===== src/rtl/regfile_pkg.sv =====
// Shared sizes and types for the 16x24 CPU register file.
// REGFILE_BYPASS_EN (in register_file / regfile_read_port) adds write-through forwarding.
package regfile_pkg;

    localparam int DATA_W   = 24;
    localparam int ADDR_W   = 4;
    localparam int NUM_REGS = 16;

    typedef logic [ADDR_W-1:0] reg_idx_t;
    typedef logic [DATA_W-1:0] reg_data_t;

    localparam reg_idx_t ZERO_REG = '0;

endpackage


===== src/rtl/regfile_read_port.sv =====
// One combinational read port: index mux, r0 forced to zero, optional forwarding.
// Zero latency, no backpressure; REGFILE_BYPASS_EN forwards an in-flight write to the same index.
module regfile_read_port
    import regfile_pkg::*;
(
    input  reg_data_t regs [NUM_REGS],
    input  reg_idx_t  idx,
`ifdef REGFILE_BYPASS_EN
    input  logic      rst,
    input  logic      wr_en,
    input  reg_idx_t  wr_idx,
    input  reg_data_t wr_data,
`endif
    output reg_data_t data
);

    always_comb begin
        data = regs[idx];
`ifdef REGFILE_BYPASS_EN
        // Forwarding never applies to r0 and is held off while reset clears the array.
        if (!rst && wr_en && (wr_idx != ZERO_REG) && (wr_idx == idx)) begin
            data = wr_data;
        end
`endif
        if (idx == ZERO_REG) begin
            data = '0;
        end
    end

endmodule


===== src/rtl/register_file.sv =====
// register_file: 16x24 GPR file, two combinational read ports, one write port (1 edge).
// No backpressure; define REGFILE_BYPASS_EN for write-through forwarding to the read ports.
module register_file
    import regfile_pkg::*;
(
    input  logic              Clock,
    input  logic              Reset,
    input  logic [ADDR_W-1:0] RS,
    input  logic [ADDR_W-1:0] RT,
    input  logic [ADDR_W-1:0] RD,
    input  logic [DATA_W-1:0] WriteData,
    input  logic              RegWrite,
    output logic [DATA_W-1:0] ReadRS,
    output logic [DATA_W-1:0] ReadRT
);

    reg_data_t regs [NUM_REGS];

    // Reset wins over a same-edge write; r0 is never written so it stays zero.
    always_ff @(posedge Clock) begin
        if (Reset) begin
            for (int i = 0; i < NUM_REGS; i++) begin
                regs[i] <= '0;
            end
        end else if (RegWrite && (RD != ZERO_REG)) begin
            regs[RD] <= WriteData;
        end
    end

    regfile_read_port u_port_rs (
        .regs    (regs),
        .idx     (RS),
`ifdef REGFILE_BYPASS_EN
        .rst     (Reset),
        .wr_en   (RegWrite),
        .wr_idx  (RD),
        .wr_data (WriteData),
`endif
        .data    (ReadRS)
    );

    regfile_read_port u_port_rt (
        .regs    (regs),
        .idx     (RT),
`ifdef REGFILE_BYPASS_EN
        .rst     (Reset),
        .wr_en   (RegWrite),
        .wr_idx  (RD),
        .wr_data (WriteData),
`endif
        .data    (ReadRT)
    );

endmodule


===== config.mk =====
export PLATFORM = sky130hd
export DESIGN_NAME = register_file
export DESIGN_NICKNAME = d
export VERILOG_FILES = /design/src/rtl/regfile_pkg.sv /design/src/rtl/regfile_read_port.sv /design/src/rtl/register_file.sv
export SDC_FILE = /design/constraint.sdc
export NUM_CORES = 1
export LEC_CHECK = 0
export CORE_MARGIN = 2
export CORE_UTILIZATION = 30
export DETAILED_ROUTE_END_ITERATION = 12
export GPL_TIMING_DRIVEN = 0
export PLACE_DENSITY = 0.44
export SLEW_MARGIN = 20
export SYNTH_ARGS = -nofsm -noshare
export SYNTH_HDL_FRONTEND = slang
export SYNTH_HIERARCHICAL = 1
export SYNTH_SLANG_ARGS = --single-unit

===== constraint.sdc =====
create_clock -name Clock -period 2.3 [get_ports Clock]
set_input_delay 0.46 -clock Clock [delete_from_list [all_inputs] [get_ports Clock]]
set_output_delay 0.46 -clock Clock [all_outputs]
set_load 0.05 [all_outputs]

==> results.cfg <==
[outcome]
outcome = finished, violations left
violations = negative setup slack

[setup_path]
path_cells = mux2_4, a221o_1, a21oi_4, a21oi_4, buf_6
cp-end-kind = output pin
start_kind = flip-flop
worstSetupPathType = flip-flop to output pin
arrival_ns = 2.06
rrSetupSlack_ns = 1.58
slowest_delay_ns = 0.36
crit_fanout = 3
crit_path_top_delay_cell = a221o_1
cpMostUsedCell = a21oi_4
cp_data_required_time_ns = 1.84

[pwr]
power_leakage_uw = 0.0108
ir_worst_vdd_uv = 398
power.density_nw_per_um2 = 631
finalPower_uw = 15600

[run]
maxCapViolCount = 0

[clock_network]
clkTransAtPathRegs_ns = 0.06
clock_latency_ns = 0.58
cts_max_level = 2
ctsHoldBuffers = 0
cts-root-buf = clkbuf_16
cts_tree = done
cts.path.max_buffers = 3
cts_made_buffers = 44
cts_sinks = 360

[yosys]
syn_area_um2 = 20100
synth.avg_cell_area_um2 = 11.2
postSynthCellCount = 1800
synth_nets = 1839
yosysWarnings = 6

[place]
gp_congestion = 0.857
pre_cts_slack_ns = -1.32
dp_hpwl_um = 56700
numPortBuffers = 75

[final_layout]
mostFrequentLayoutCell = mux2i_1
fin_nets = 1961
reg_top3 = regs x360
drive_gt1_frac = 0.303
area_growth_pct = 22.7
top_register = regs
diodes = 0
most-common-layout-cells = 465 x mux2i_1, 384 x nand2b_1, 305 x dfxtp_1, 100 x buf_6, 98 x mux4_2
largest_reg_flops = 360

[timing]
finalMaxSlewViolations = 0
final.setup.worst_slack_ns = -0.224
worst_pin_slew_ns = 0.818
setup_viol = 48
rsz0062_at_grt = yes
fin_crit_sh = 1.10
worst_clock_skew_ns = 0
max-slew-margin-rel = 0.455
hold_violations = 0
layout_min_cycle_time_ns = 2.52
max_freq_mhz = 396

[route]
routedWlPerCell_um = 26.3
wirelength_um = 74100
drtPass1Iterations = 5
drtAntennaViolNets = 0
avgViaCountPerCell = 5.13
drc = 0
vias = 14464
first_iter_violations = 818

[global_route]
grt_pass1_vias = 15360
grt_pass1_wl_um = 107000
grt_max_degree = 12
grt.overflow.total = 0
antenna_found_initial = 0
gr-usage-all-layers = 0.212

[floorplanning]
start_util = 0.304
coreArea_um2 = 66000
io-pin-count = 87
num_rows = 94
die_w_um = 263
dieArea_um2 = 69100
die-height_um = 263

[worst_hold_path]
min_path_type = input pin to flip-flop
==> worst max-delay path: cells and delay by family (launching register included) <==
family	cells	cell delay, ns
mux	1	0.28
flops	1	0.33
compound gates	3	0.68
buf+inv	1	0.19
==> final timing paths <==
check	start	to	depth (start not counted)
setup / recovery	regs[313]	ReadRS[1]	5
hold / removal	RD[1]	regs[23]	3
setup reg to reg	regs[335]	regs[335]	3
hold reg to reg	regs[84]	regs[84]	2
==> what timing repair did <==
item                                    4_1_cts  5_1_grt
pin swaps                                    71       60
cloned                                        0        1
buffers inserted                              1        1
gates resized for setup                     598       39
endpoints found under the setup margin       48       48
==> routing by layer <==
| layer | part of all wire | wire (µm) | up-vias | track usage |
|---|---|---|---|---|
| met2 | 0.47 | 35000 | 304 | 0.355 |
| met4 | 0.024 | 1750 | 0 | 0.0564 |
| met5 | 0 | 0 | - | 0 |
| met1 | 0.47 | 34500 | 7318 | 0.283 |
| li1 | - | - | 6743 | - |
| met3 | 0.039 | 2920 | 99 | 0.0337 |
==> final cells by class <==
cell class / instances / area [µm²]
Clock inverter: 8 / 51.3
Buffer: 186 / 1430
Fill cell: 6438 / 41300
Sequential cell: 360 / 7280
Clock buffer: 72 / 1370
Timing Repair Buffer: 78 / 851
Tap cell: 864 / 1080
Multi-Input combinational cell: 1252 / 12600
==> metrics by stage <==
step	TNS, ns	cells	instance area, µm²	utilization	hold slack (ns)
after floorplan	-0.0339	1800	20300	-	0.455
final	-6.95	2820	24700	0.374	0.270
after detailed placement	-54.35	2739	22100	0.335	0.479
after global placement	-54.49	2739	22100	0.335	0.465
after global routing	-9.41	2820	24700	0.374	0.275
after CTS	-8.23	2820	24500	0.371	0.237
==> where the power goes <==
group          leakage [µW]  switching, µW  internal (µW)
Clock              0.000704           2890           4050
Combinational       0.00720           1370            858
Sequential          0.00293           62.4           6320
No activity file was read; power rests on OpenSTA's default activity.
